`config.mk`:
```
export PLATFORM = sky130hd
export DESIGN_NAME = tx_packet_arbiter
export DESIGN_NICKNAME = d
export VERILOG_FILES = /design/src/rtl/ucaspian_pkg.sv /design/src/rtl/rr_arbiter.sv /design/src/rtl/tx_packet_arbiter.sv
export SDC_FILE = /design/constraint.sdc
export NUM_CORES = 1
export LEC_CHECK = 0
export ABC_AREA = 1
export CELL_PAD_IN_SITES_DETAIL_PLACEMENT = 1
export CELL_PAD_IN_SITES_GLOBAL_PLACEMENT = 2
export CORE_ASPECT_RATIO = 0.8
export CORE_MARGIN = 2
export CORE_UTILIZATION = 19
export CTS_CLUSTER_SIZE = 16
export DETAILED_ROUTE_END_ITERATION = 8
export PLACE_DENSITY = 0.82
export SYNTH_ARGS = -nofsm -noshare
export SYNTH_HDL_FRONTEND = slang
export SYNTH_SLANG_ARGS = --single-unit
export TNS_END_PERCENT = 10
```
`constraint.sdc`:
```
create_clock -name clk -period 2.1 [get_ports clk]
set_input_delay 0.315 -clock clk [delete_from_list [all_inputs] [get_ports clk]]
set_output_delay 0.315 -clock clk [all_outputs]
set_load 0.02 [all_outputs]
```
`src/rtl/ucaspian_pkg.sv`:
```
// Shared types and constants for the uCaspian host packet path.
// Opcode bytes sit in the top byte of each source's packet.
package ucaspian_pkg;

    typedef enum logic {
        IDLE,
        SEND
    } tx_state_t;

    localparam int MAX_PKT_BYTES = 4;

    localparam logic [7:0] OP_FIRE   = 8'h10;
    localparam logic [7:0] OP_METRIC = 8'h20;
    localparam logic [7:0] OP_ACK    = 8'h30;
    localparam logic [7:0] OP_TIME   = 8'h40;

endpackage

```
`src/rtl/rr_arbiter.sv`:
```
// Combinational round-robin picker: first set req at or above ptr,
// wrapping modulo NUM_SRC. Gives one-hot grant and binary index.
module rr_arbiter
    import ucaspian_pkg::*;
#(
    parameter int NUM_SRC = 4,
    parameter int IW      = (NUM_SRC > 1) ? $clog2(NUM_SRC) : 1
) (
    input  logic [NUM_SRC-1:0] req,
    input  logic [IW-1:0]      ptr,
    output logic [NUM_SRC-1:0] grant,
    output logic [IW-1:0]      idx
);

    int          pos;
    logic [IW-1:0] p;
    logic        hit;

    // Scan from ptr upward; the first requester found wins
    always_comb begin
        grant = '0;
        idx   = '0;
        hit   = 1'b0;
        pos   = 0;
        p     = '0;
        for (int k = 0; k < NUM_SRC; k++) begin
            pos = (int'(ptr) + k) % NUM_SRC;
            p   = IW'(pos);
            if (!hit && req[p]) begin
                hit      = 1'b1;
                grant[p] = 1'b1;
                idx      = p;
            end
        end
    end

endmodule

```
`src/rtl/tx_packet_arbiter.sv`:
```
// Round-robin arbiter serialising whole packets from several sources
// onto the byte-wide host TX stream, MSB byte first.
module tx_packet_arbiter
    import ucaspian_pkg::*;
#(
    parameter int NUM_SRC   = 4,
    parameter int MAX_BYTES = MAX_PKT_BYTES,
    parameter int LW        = $clog2(MAX_BYTES)
) (
    input  logic                         clk,
    input  logic                         reset,
    input  logic [NUM_SRC-1:0]           req_vld,
    input  logic [NUM_SRC*LW-1:0]        req_len,
    input  logic [NUM_SRC*MAX_BYTES*8-1:0] req_data,
    output logic [NUM_SRC-1:0]           req_ack,
    output logic [7:0]                   tx_data,
    output logic                         tx_vld,
    input  logic                         tx_rdy,
    output logic                         busy,
    output logic [$clog2(NUM_SRC)-1:0]   grant_idx
);

    localparam int IW = $clog2(NUM_SRC);
    localparam int DW = MAX_BYTES * 8;

    tx_state_t    state, state_n;
    logic [DW-1:0] shift, shift_n, pick;
    logic [LW-1:0] len, len_n, cnt, cnt_n, pick_len;
    logic [IW-1:0] rr_ptr, rr_n, grant_n, win;
    logic [NUM_SRC-1:0] win_oh, ack_n;

    rr_arbiter #(
        .NUM_SRC (NUM_SRC),
        .IW      (IW)
    ) u_rr (
        .req   (req_vld),
        .ptr   (rr_ptr),
        .grant (win_oh),
        .idx   (win)
    );

    // AND-OR mux of the winning source's packet and length
    always_comb begin
        pick     = '0;
        pick_len = '0;
        for (int i = 0; i < NUM_SRC; i++) begin
            if (win_oh[i]) begin
                pick     = pick | req_data[i*DW +: DW];
                pick_len = pick_len | req_len[i*LW +: LW];
            end
        end
    end

    // Next-state logic: grant in IDLE, shift bytes out in SEND
    always_comb begin
        state_n = state;
        shift_n = shift;
        len_n   = len;
        cnt_n   = cnt;
        grant_n = grant_idx;
        rr_n    = rr_ptr;
        ack_n   = '0;
        unique case (state)
            IDLE: begin
                if (|req_vld) begin
                    state_n = SEND;
                    shift_n = pick;
                    len_n   = pick_len;
                    cnt_n   = '0;
                    grant_n = win;
                end
            end
            SEND: begin
                if (tx_rdy) begin
                    if (cnt == len) begin
                        ack_n[grant_idx] = 1'b1;
                        rr_n    = (grant_idx == IW'(NUM_SRC-1))
                                ? '0 : grant_idx + IW'(1);
                        shift_n = '0;
                        state_n = IDLE;
                    end else begin
                        shift_n = shift << 8;
                        cnt_n   = cnt + LW'(1);
                    end
                end
            end
            default: state_n = IDLE;
        endcase
    end

    // State and datapath registers
    always_ff @(posedge clk or negedge reset) begin
        if (!reset) begin
            state     <= IDLE;
            shift     <= '0;
            len       <= '0;
            cnt       <= '0;
            grant_idx <= '0;
            rr_ptr    <= '0;
            req_ack   <= '0;
        end else begin
            state     <= state_n;
            shift     <= shift_n;
            len       <= len_n;
            cnt       <= cnt_n;
            grant_idx <= grant_n;
            rr_ptr    <= rr_n;
            req_ack   <= ack_n;
        end
    end

    assign tx_vld  = (state == SEND);
    assign busy    = (state == SEND);
    assign tx_data = shift[DW-1 -: 8];

endmodule
```
==> results.md, run 1 <==
* Top Layer Used: met5
* Number of global-route vias before repair at 4296
* Outcome: finished with violations
* Crit path max fanout at 7
* Routed WL at 15000 um
* Clk buf depth at 2
* Sequential fraction of the synthesis area at 31.8%
* Area of the mapped netlist at 3540 um2
* Simple-gate share of the synthesized area at 42.5%
* Num ports at 159
* Synth Area in Adders at 4.24%
* Footprint of the multi-input gates at 2270 um2
* Core Rows at 44
* Hold WS at 0.0864 ns
* Post-DP Area at 5580 um2
* Post-Route M1 WL at 7430 um
* Min Clock Period, post-route at 2.15 ns
* Post-Synthesis Cells at 564
* Clk slew on worst S/H paths at 0.07 ns
* Worst setup startpoint: rr_ptr[0]
* Crit-path max cell delay at 0.41 ns
* Setup CP Type: reg -> reg
* Worst slew pin tran at 0.753 ns
* Critical R2R Launch: rr_ptr[0]
* Xor/xnor share of the synthesized area at 0.495%
* Ant. Diodes at 0
* Die Y at 126 um
* Final GP Congestion at 0.850
* Crit path DAT at 2.32 ns
* GR Overflow Total at 0
* Max_cap viols at 0
* Peak supply drop at 0.537 mV
* Compound-cell area share of the yosys netlist at 10.2%
* CP required at 2.27 ns
* FF+latch area at 1130 um2
* Pwr/cell area at 1690 nW/um2
* Total CTS buffers at 5
* Util after Layout at 33.8%
* GRT Resource Usage Total at 14.6%
* Drt via density at 4.25
* Final worst slack at -0.0493 ns
* Fin crit share at 102%
* Net total in the final layout at 894
* Leak at 2.93 nW
* Initial antenna violation count at 2
* Post-synthesis area per instance at 6.28 um2
* Multiplexer area fraction after synthesis at 0%
* Worst path cell trace: inv_2 > ha_4 > buf_6 > nand2_1 > nand2_1 > nand4_1 > nand3_4 > buf_8 > nand2_2 > nand2_2 > o21ai_2 > a21oi_1
* Max_slew headroom at 49.8%
* H-tree levels at 2
* Finished Layout Cells at 992
* Largest net degree at the start of global routing at 30
* Share of cells above drive strength 1 at 16.0%
* Clk_skew at 0.0102 ns
* CTS root buffer: clkbuf_16
* Final setup vio count at 15
* Place WS at -0.306 ns
* Fillcell total at 2214
* Worst Setup End Kind: register
* Met3 wire len at 1090 um
* Register bit total from synthesis at 45
* DR DRC count at 0
* CP bufs+invs at 3
* RSZ-0062 raised after global routing: yes
* Synth-to-layout area growth at 74.0%
* Failing checks: setup timing
* Initial core utilization at 19.4%
* Netlist cell types at 30
* Dpl cells at 974
* Met2 wire len at 6320 um
* Routed WL per cell at 15.1 um
* Core Footprint at 18200 um2
* Main combinational cell family by area after synthesis: simple AND/OR/NAND/NOR gates
* Fin. max-slew vios at 0
* DRT Pass-1 Iters at 4
* Type of origin of the critical path: register
* CTS tree: yes
* Die area at 19800 um2
* FMAX at 465 MHz
* Crit path max-delay family: simple AND/OR/NAND/NOR gates
* PortBufs at 158
* Worst skew pair latency at 0.29 ns
* Synth warn at 0
* DRT antenna net count at 0
* Die W at 157 um
* Slowest-stage cell, CP: dfrtp_2
* Synthesized net count at 719
* Clk sinks at 45
* Detailed-route via count at 4220
* Final Hold Fails at 0
* DRT iter0 DRCs at 171
* Cts-stage hold buffer count at 0
* Post-DP HPWL at 11100 um
* Worst Hold Class: in -> async
* Design area at 6160 um2
* First-pass GRT wire length at 22700 um
==> final cells by class <==
cell class,count,area share [%]
multi-input cells,439,36.8
repair buffers,203,34.7
flip-flops and latches,45,18.3
well taps,253,5.14
inverters,45,2.78
clock buffers,5,2.03
clock inverters,2,0.264
==> worst reg2reg max path: cells and delay by family (launching register included) <==
kind,cells,cell delay [ns]
compound gates,2,0.23
fa+ha+maj,1,0.22
flops,1,0.41
buf+inv,3,0.43
simple gates,6,0.73
==> Yosys cell counts, drive strengths merged <==
library cell	count	area, um2
nor4	1	6.26
ha	12	150
nor2	34	145
xnor2	2	17.5
nand3	44	255
nand2	266	1010
a21boi	4	33.8
buf	24	171
o21ai	31	155
inv	45	169
a221oi	1	8.76
o22ai	1	6.26
o311ai	1	8.76
clkbuf	11	41.3
dfrtp	45	1130
nand4	14	87.6
a21oi	28	148
==> registers in the layout, indices dropped and copies added, names as in the netlist <==
| signal | cells |
|---|---|
| rr_ptr | 2 |
| len | 2 |
| grant_idx | 2 |
| shift | 32 |
| req_ack | 4 |
| cnt | 2 |
| busy | 1 |
==> timing repair <==
| item | CTS | global route |
|---|---|---|
| setup endpoints to repair | 33 | 37 |
| resized for setup | 17 | 57 |
| cloned | 1 | 4 |
| pin swaps | 3 | 25 |
| buffers inserted | 1 | 5 |
==> path summary, 6_finish.rpt <==
kind                            cells past startpoint         end  slack (ns)
worst max register to register                     12   shift[31]       -0.05
worst min register to register                      2    shift[7]        0.51
worst max-delay path                               12   shift[31]       -0.05
min in group clk                                    2    shift[7]        0.51
max in group asynchronous                           2   shift[10]        1.46
worst min-delay path                                1  req_ack[3]        0.09
==> metrics by stage <==
step | total power (W) | TNS (ns)
CTS | 0.00948 | -0.0382
floorplan | 0.00566 | 0
global route | 0.0114 | -3.80
finish | 0.0104 | -0.255
detailed placement | 0.00823 | -6.98
global placement | 0.00814 | -7.73
==> metal layers <==
metal,up-vias,track usage (%)
li1,2120,-
met1,1946,20.8
met2,135,22.5
met3,15,3.65
met4,4,2.16
met5,-,0
==> cell families after synthesis <==
logic type	after synthesis
compound gates	66
simple gates	359
fa+ha+maj	12
xor+xnor	2
buf+inv	80
flops	45
==> layout by cell type, fill, tap and decap left out, types with 11 or more instances in the layout <==
cell type | netlist | final
inv_1 | 44 | 42
nand2_2 | 2 | 20
o21ai_2 | 0 | 14
dfrtp_1 | 45 | 44
nor2_1 | 31 | 31
ha_1 | 12 | 11
buf_4 | 11 | 27
nand2_1 | 263 | 240
clkdlybuf4s50_1 | 0 | 155
a21oi_1 | 26 | 22
nand3_1 | 37 | 35
nand4_1 | 14 | 14
==> power by group <==
part | leakage [nW] | internal [W] | switching (W)
clock | 0.0659 | 0.000437 | 0.000358
combinational | 2.30 | 0.00348 | 0.00452
sequential | 0.558 | 0.00129 | 0.000298
No activity file was read; power rests on OpenSTA's default activity.
==> inputs of run 2 (changes only) <==
--- a/config.mk
+++ b/config.mk
@@ -8,12 +8,13 @@
 export ABC_AREA = 1
 export CELL_PAD_IN_SITES_DETAIL_PLACEMENT = 1
 export CELL_PAD_IN_SITES_GLOBAL_PLACEMENT = 2
-export CORE_ASPECT_RATIO = 0.8
+export CORE_ASPECT_RATIO = 1.1
 export CORE_MARGIN = 2
 export CORE_UTILIZATION = 19
 export CTS_CLUSTER_SIZE = 16
 export DETAILED_ROUTE_END_ITERATION = 8
 export PLACE_DENSITY = 0.82
+export SLEW_MARGIN = 20
 export SYNTH_ARGS = -nofsm -noshare
 export SYNTH_HDL_FRONTEND = slang
 export SYNTH_SLANG_ARGS = --single-unit
==> run 2 against run 1 <==
Effect of this change:
- the flow still finishes with violations (setup timing)
- sequential power hardly changed
- maximum frequency hardly changed
- critical path depth is 1 higher
- sequential share of layout area is 0.78 points higher
- clock power is 0.9% lower
- global-route usage is 0.21 points lower
- cell count is 1.7% lower
- clock-buffer cell count is 1 higher
==> results.md, run 2 (synthesized netlist as in run 1, its figures left out) <==
* Routed WL per cell at 15.5 um (+2.1%)
* GR Overflow Total at 0 (unchanged)
* Final GP Congestion at 0.735 (-14%)
* Share of cells above drive strength 1 at 11.3% (-4.6 points)
* Fillcell total at 2273 (+2.7%)
* Synth-to-layout area growth at 66.8%
* DR DRC count at 0 (unchanged)
* Die Y at 147 um (+17%)
* Number of global-route vias before repair at 4405 (+2.5%)
* Drt via density at 4.31 (+1.4%)
* Max_slew headroom at 61.7% (+12 points)
* Place WS at -0.284 ns (+0.0220 ns)
* Worst slew pin tran at 0.574 ns (-0.179 ns)
* Cts-stage hold buffer count at 0 (unchanged)
* Commonest non-fill, non-tap cell in the layout: nand2_1
* Sw Ratio at 51.0% (+1.1 points)
* PortBufs at 158 (unchanged)
* GRT Resource Usage Total at 14.3% (-0.21 points)
* Final Hold Fails at 0 (unchanged)
* Final worst slack at -0.0472 ns (+0.00208 ns)
* Commonest cells after routing, fill and taps aside: 254 x nand2_1, 157 x clkdlybuf4s50_1, 44 x dfrtp_1
* Clk_skew at 0.00949 ns (-0.000669 ns)
* Detailed-route via count at 4205 (-0.36%)
* Leak at 2.81 nW (-4.0%)
* CP required at 2.32 ns (+0.05 ns)
* H-tree levels at 2 (unchanged)
* CTS tree: yes
* FMAX at 466 MHz (about the same)
* Fin crit share at 102% (about the same)
* Num ports at 159 (unchanged)
* Total CTS buffers at 5 (unchanged)
* Type of origin of the critical path: register
* Outcome: finished with violations
* Routed WL at 15100 um (+0.37%)
* Initial core utilization at 19.3% (-0.13 points)
* Largest regs: shift x32, req_ack x4
* Power, Total at 0.00982 W (-5.4%)
* Comb power frac at 75.8% (-1.2 points)
* Ant. Diodes at 0 (unchanged)
* Core Rows at 52 (+18%)
* Max_cap viols at 0 (unchanged)
* RSZ-0062 raised after global routing: yes
* TNS Setup at -0.523 ns (-0.268 ns)
* Min Clock Period, post-route at 2.15 ns (-0.00208 ns)
* Peak supply drop at 0.677 mV (+26%)
* Clk buf depth at 2 (unchanged)
* Setup CP Type: reg -> reg
* Fin. max-slew vios at 0 (unchanged)
* Failing checks: setup timing
* Clk sinks at 45 (unchanged)
* Pwr/cell area at 1660 nW/um2 (-1.4%)
* Clk slew on worst S/H paths at 0.07 ns (about the same)
* Die area at 19700 um2 (about the same)
* Core Footprint at 18300 um2 (+0.69%)
* NetSw at 0.00500 W (-3.4%)
* Hold WS at 0.0196 ns (-0.0668 ns)
* Worst Hold Class: in -> async
* Largest register FFs at 32 (unchanged)
* Clock Power Share at 8.0% (+0.3 points)
* DRT antenna net count at 0 (unchanged)
* Internal at 0.00482 W (-7.4%)
* Largest Register: shift
* Net total in the final layout at 886 (-0.89%)
* Die W at 134 um (-14%)
* Crit path max fanout at 6 (-1)
* Post-DP HPWL at 10900 um (-2.2%)
* Initial antenna violation count at 0 (-2)
* DRT Pass-1 Iters at 4 (unchanged)
* First-pass GRT wire length at 22400 um (-1.0%)
* DRT iter0 DRCs at 131 (-23%)
* Worst Setup End Kind: register
* Largest net degree at the start of global routing at 35 (+17%)
* Final setup vio count at 24 (+9)
* Crit path DAT at 2.37 ns (+0.05 ns)
* CTS root buffer: clkbuf_16
* Flop pwr share at 16.2% (+0.9 points)
* Worst skew pair latency at 0.29 ns (about the same)
==> run 2: power by group through the flow <==
stage,sequential [W],combinational [W],clock [W]
3_5_place_dp,0.00160,0.00659,0
3_3_place_gp,0.00159,0.00651,0
5_1_grt,0.00164,0.00830,0.000839
4_1_cts,0.00159,0.00702,0.000799
2_1_floorplan,0.00156,0.00410,0
6_report,0.00159,0.00744,0.000788
==> run 2: critical path, cell delays in order, from the launching register on <==
cell and delay (ns):
dfrtp_2 0.41, inv_2 0.08, ha_4 0.21, buf_4 0.14, nand2_2 0.07, nand2_2 0.06
nor2_4 0.13, nand4_1 0.17, nand3_4 0.25, clkbuf_16 0.20, nand2_1 0.05, nand2_1 0.08
o21ai_2 0.07, a21oi_2 0.14
==> run 2: worst paths after layout <==
path                                 from         to  slack, ns  cells past startpoint
worst min-delay path                reset  shift[25]       0.02                      1
worst max-delay path            rr_ptr[0]  shift[16]      -0.05                     13
max in group asynchronous           reset  rr_ptr[0]       1.53                      2
worst max register to register  rr_ptr[0]  shift[16]      -0.05                     13
worst min register to register     len[1]     len[1]       0.51                      2
min in group clk                   len[1]     len[1]       0.51                      2
==> run 2: layout make-up <==
cell class / count / area [um2] / area share (%)
tap: 243 / 304 / 5.15
inverter: 45 / 171 / 2.90
multi-input combinational: 439 / 2130 / 36.1
sequential: 45 / 1130 / 19.1
clock buffer: 6 / 129 / 2.18
timing repair buffer: 195 / 2030 / 34.3
clock inverter: 2 / 15.0 / 0.254
==> run 2: per-stage QoR <==
stage / instance area, um2 / utilization, % / cells
after floorplan: 3540 / - / 564
after global placement: 5510 / 30.0 / 958
after detailed placement: 5510 / 30.0 / 958
after CTS: 5750 / 31.4 / 969
after global routing: 5910 / 32.2 / 975
final: 5910 / 32.2 / 975
==> run 2: layer usage <==
layer	routed length, um	track usage (%)	up-vias
met5	0	0	-
met4	114	2.21	0
met3	550	2.00	8
met2	8120	27.8	90
met1	6290	16.8	2001
li1	-	-	2106
==> run 2: repair_timing <==
action                     in CTS  in global routing
setup buffers                   2                  3
hold endpoints to repair        0                  0
gates cloned                    1                  4
resized for setup              11                 21
setup endpoints to repair      25                 34
pin swaps                       7                 21
==> inputs of run 3 (changes only) <==
--- a/config.mk
+++ b/config.mk
@@ -18,4 +18,4 @@
 export SYNTH_ARGS = -nofsm -noshare
 export SYNTH_HDL_FRONTEND = slang
 export SYNTH_SLANG_ARGS = --single-unit
-export TNS_END_PERCENT = 10
+export TNS_END_PERCENT = 50
==> run 3 against run 2 <==
Effect of this change:
- clock skew hardly changed
- clock-buffer cell count stayed put
- sequential power hardly changed
- worst hold slack better by 0.0031 ns
- first-iteration DRC count is 23% higher
- final area is 2.9% higher
- register-to-register slack worse by 0.06 ns
- maximum frequency is 2.7% lower
- non-clock buffer count is 3 higher
- total power is 6.2% higher
- cell count is 0.31% higher
- the flow still finishes with violations (setup timing)
==> results.md, run 3 (synthesized netlist as in run 1, its figures left out) <==
* Outcome: finished with violations
* Failing checks: setup timing
* Net total in the final layout at 889 (+0.34%)
* Die W at 134 um (unchanged)
* Global-route met3 utilization at 2.00% (unchanged)
* Comb power frac at 77.2% (+1.4 points)
* DRT iter0 DRCs at 161 (+23%)
* Worst skew pair latency at 0.29 ns (about the same)
* Peak supply drop at 0.692 mV (+2.2%)
* Die area at 19700 um2 (unchanged)
* DRT antenna net count at 0 (unchanged)
* RSZ-0062 raised after global routing: yes
* DR DRC count at 0 (unchanged)
* Min Clock Period, post-route at 2.21 ns (+0.0589 ns)
* Slowest-stage cell, CP: dfrtp_2
* CTS root buffer: clkbuf_16
* PortBufs at 158 (unchanged)
* GR peak layer: met2
* Max_cap viols at 0 (unchanged)
* Worst Hold Class: in -> async
* Internal at 0.00514 W (+6.7%)
* Ant. Diodes at 0 (unchanged)
* Clock Power Share at 7.5% (-0.5 points)
* Detailed-route via count at 4256 (+1.2%)
* DRT Pass-1 Iters at 4 (unchanged)
* Post-DP HPWL at 10900 um (unchanged)
* Initial antenna violation count at 0 (unchanged)
* Cts-stage hold buffer count at 0 (unchanged)
* GR Overflow Total at 0 (unchanged)
* Largest register FFs at 32 (unchanged)
* M2 GR Usage at 27.8% (-0.051 points)
* Die Y at 147 um (unchanged)
* Fin crit share at 105% (+2.8 points)
* NetSw at 0.00529 W (+5.7%)
* TNS Setup at -1.15 ns (-0.631 ns)
* GRT Resource Usage Total at 14.3% (unchanged)
* CP required at 2.32 ns (about the same)
* Sw Ratio at 50.7% (-0.23 points)
* First-pass GRT wire length at 22400 um (unchanged)
* Final setup vio count at 26 (+8.3%)
* Hold WS at 0.0227 ns (+0.00311 ns)
* Clk buf depth at 2 (unchanged)
* Largest regs: shift x32, req_ack x4
* Worst slew pin tran at 0.585 ns (+0.0109 ns)
* Num ports at 159 (unchanged)
* Synth-to-layout area growth at 71.7%
* Leak at 2.87 nW (+2.2%)
* Share of cells above drive strength 1 at 15.0% (+3.6 points)
* Flop pwr share at 15.2% (-1.0 points)
* Final GP Congestion at 0.735 (unchanged)
* Largest Register: shift
* Fin. max-slew vios at 0 (unchanged)
* Clk sinks at 45 (unchanged)
* Pwr/cell area at 1720 nW/um2 (+3.2%)
* Final worst slack at -0.106 ns (-0.0589 ns)
* Drt via density at 4.35 (+0.90%)
* Crit path DAT at 2.42 ns (+0.05 ns)
* Initial core utilization at 19.3% (unchanged)
* Largest net degree at the start of global routing at 35 (unchanged)
* Core Rows at 52 (unchanged)
* Routed WL per cell at 16.0 um (+3.4%)
* CTS tree: yes
* Clk_skew at 0.00966 ns (+0.000177 ns)
* Commonest non-fill, non-tap cell in the layout: nand2_1
* Number of global-route vias before repair at 4409 (+0.091%)
* Type of origin of the critical path: register
* Final Hold Fails at 0 (unchanged)
* Total CTS buffers at 5 (unchanged)
* Crit-path max cell delay at 0.41 ns (about the same)
* Routed WL at 15600 um (+3.8%)
* Clk slew on worst S/H paths at 0.07 ns (about the same)
* Worst path cell trace: inv_2 > ha_4 > inv_4 > nand3_1 > nand2_2 > nand3_2 > nor2_4 > nand2_1 > nand3_4 > buf_12 > nand2_1 > nand2_2 > o21ai_0 > a21oi_1
* Max_slew headroom at 61.0% (-0.72 points)
* Core Footprint at 18300 um2 (unchanged)
* Crit path max fanout at 7 (+1)
* Worst Setup End Kind: register
* Met1 Use GR at 16.9% (+0.042 points)
* Setup CP Type: reg -> reg
* FMAX at 453 MHz (-2.7%)
* H-tree levels at 2 (unchanged)
* Commonest cells after routing, fill and taps aside: 234 x nand2_1, 157 x clkdlybuf4s50_1, 44 x dfrtp_1
==> run 3: changes by cell type in the layout (fill, tap and decap cells not counted), moves of 2 or more <==
cell	change
nand2_1	-20
nand2_2	+17
clkbuf_16	+3
nand2_4	+3
o21ai_1	-3
o21ai_2	+3
a21oi_2	+2
nand3_2	-2
nand3_4	+2
==> run 3: power groups by stage <==
stage          combinational, W  clock (W)  sequential, W
3_5_place_dp            0.00659          0        0.00160
5_1_grt                 0.00891   0.000839        0.00164
3_3_place_gp            0.00651          0        0.00159
2_1_floorplan           0.00410          0        0.00156
4_1_cts                 0.00702   0.000799        0.00159
6_report                0.00806   0.000787        0.00159
==> run 3: cell type report <==
type | instances | area (um2)
Clock inverter | 2 | 15.0
Clock buffer | 6 | 129
Sequential cell | 45 | 1130
Inverter | 45 | 171
Tap cell | 243 | 304
Fill cell | 2270 | 12300
Timing Repair Buffer | 198 | 2100
Multi-Input combinational cell | 439 | 2230
==> run 3: stage by stage <==
| stage | cells | utilization (%) | cell area, um2 | setup slack (ns) | power [W] |
|---|---|---|---|---|---|
| floorplan | 564 | - | 3540 | 0.0467 | 0.00566 |
| global placement | 958 | 30.0 | 5510 | -0.256 | 0.00810 |
| detailed placement | 958 | 30.0 | 5510 | -0.284 | 0.00819 |
| CTS | 969 | 31.4 | 5750 | -0.0613 | 0.00941 |
| global route | 978 | 33.1 | 6080 | -0.233 | 0.0114 |
| finish | 978 | 33.1 | 6080 | -0.106 | 0.0104 |
==> run 3: worst paths after layout <==
check / startpoint / endpoint / slack (ns) / cells past startpoint
setup / recovery: rr_ptr[0] / shift[8] / -0.11 / 14
hold / removal: reset / shift[25] / 0.02 / 1
setup reg to reg: rr_ptr[0] / shift[8] / -0.11 / 14
hold reg to reg: len[1] / len[1] / 0.51 / 2
max in group asynchronous: reset / rr_ptr[0] / 1.52 / 2
min in group clk: len[1] / len[1] / 0.51 / 2
==> run 3: critical path, delay by kind of cell (launching register included) <==
family | cells | cell delay, ns
AND/OR/NAND/NOR | 8 | 0.95
flip-flops | 1 | 0.41
buffers and inverters | 3 | 0.32
AO/OA/AOI/OAI | 2 | 0.23
adder cells (fa/ha/maj) | 1 | 0.21
==> run 3: repair_timing <==
action                     CTS  global route
pin swaps                    7            30
setup endpoints to repair   25            34
cloned                       1             7
gates resized for setup     12            50
setup buffers                2             3
==> run 3: layer usage <==
| metal | part of all wire [%] | vias up |
|---|---|---|
| met5 | 0 | - |
| met4 | 1.0 | 0 |
| met3 | 3.1 | 10 |
| met2 | 53 | 91 |
| met1 | 42 | 2042 |
| li1 | - | 2113 |
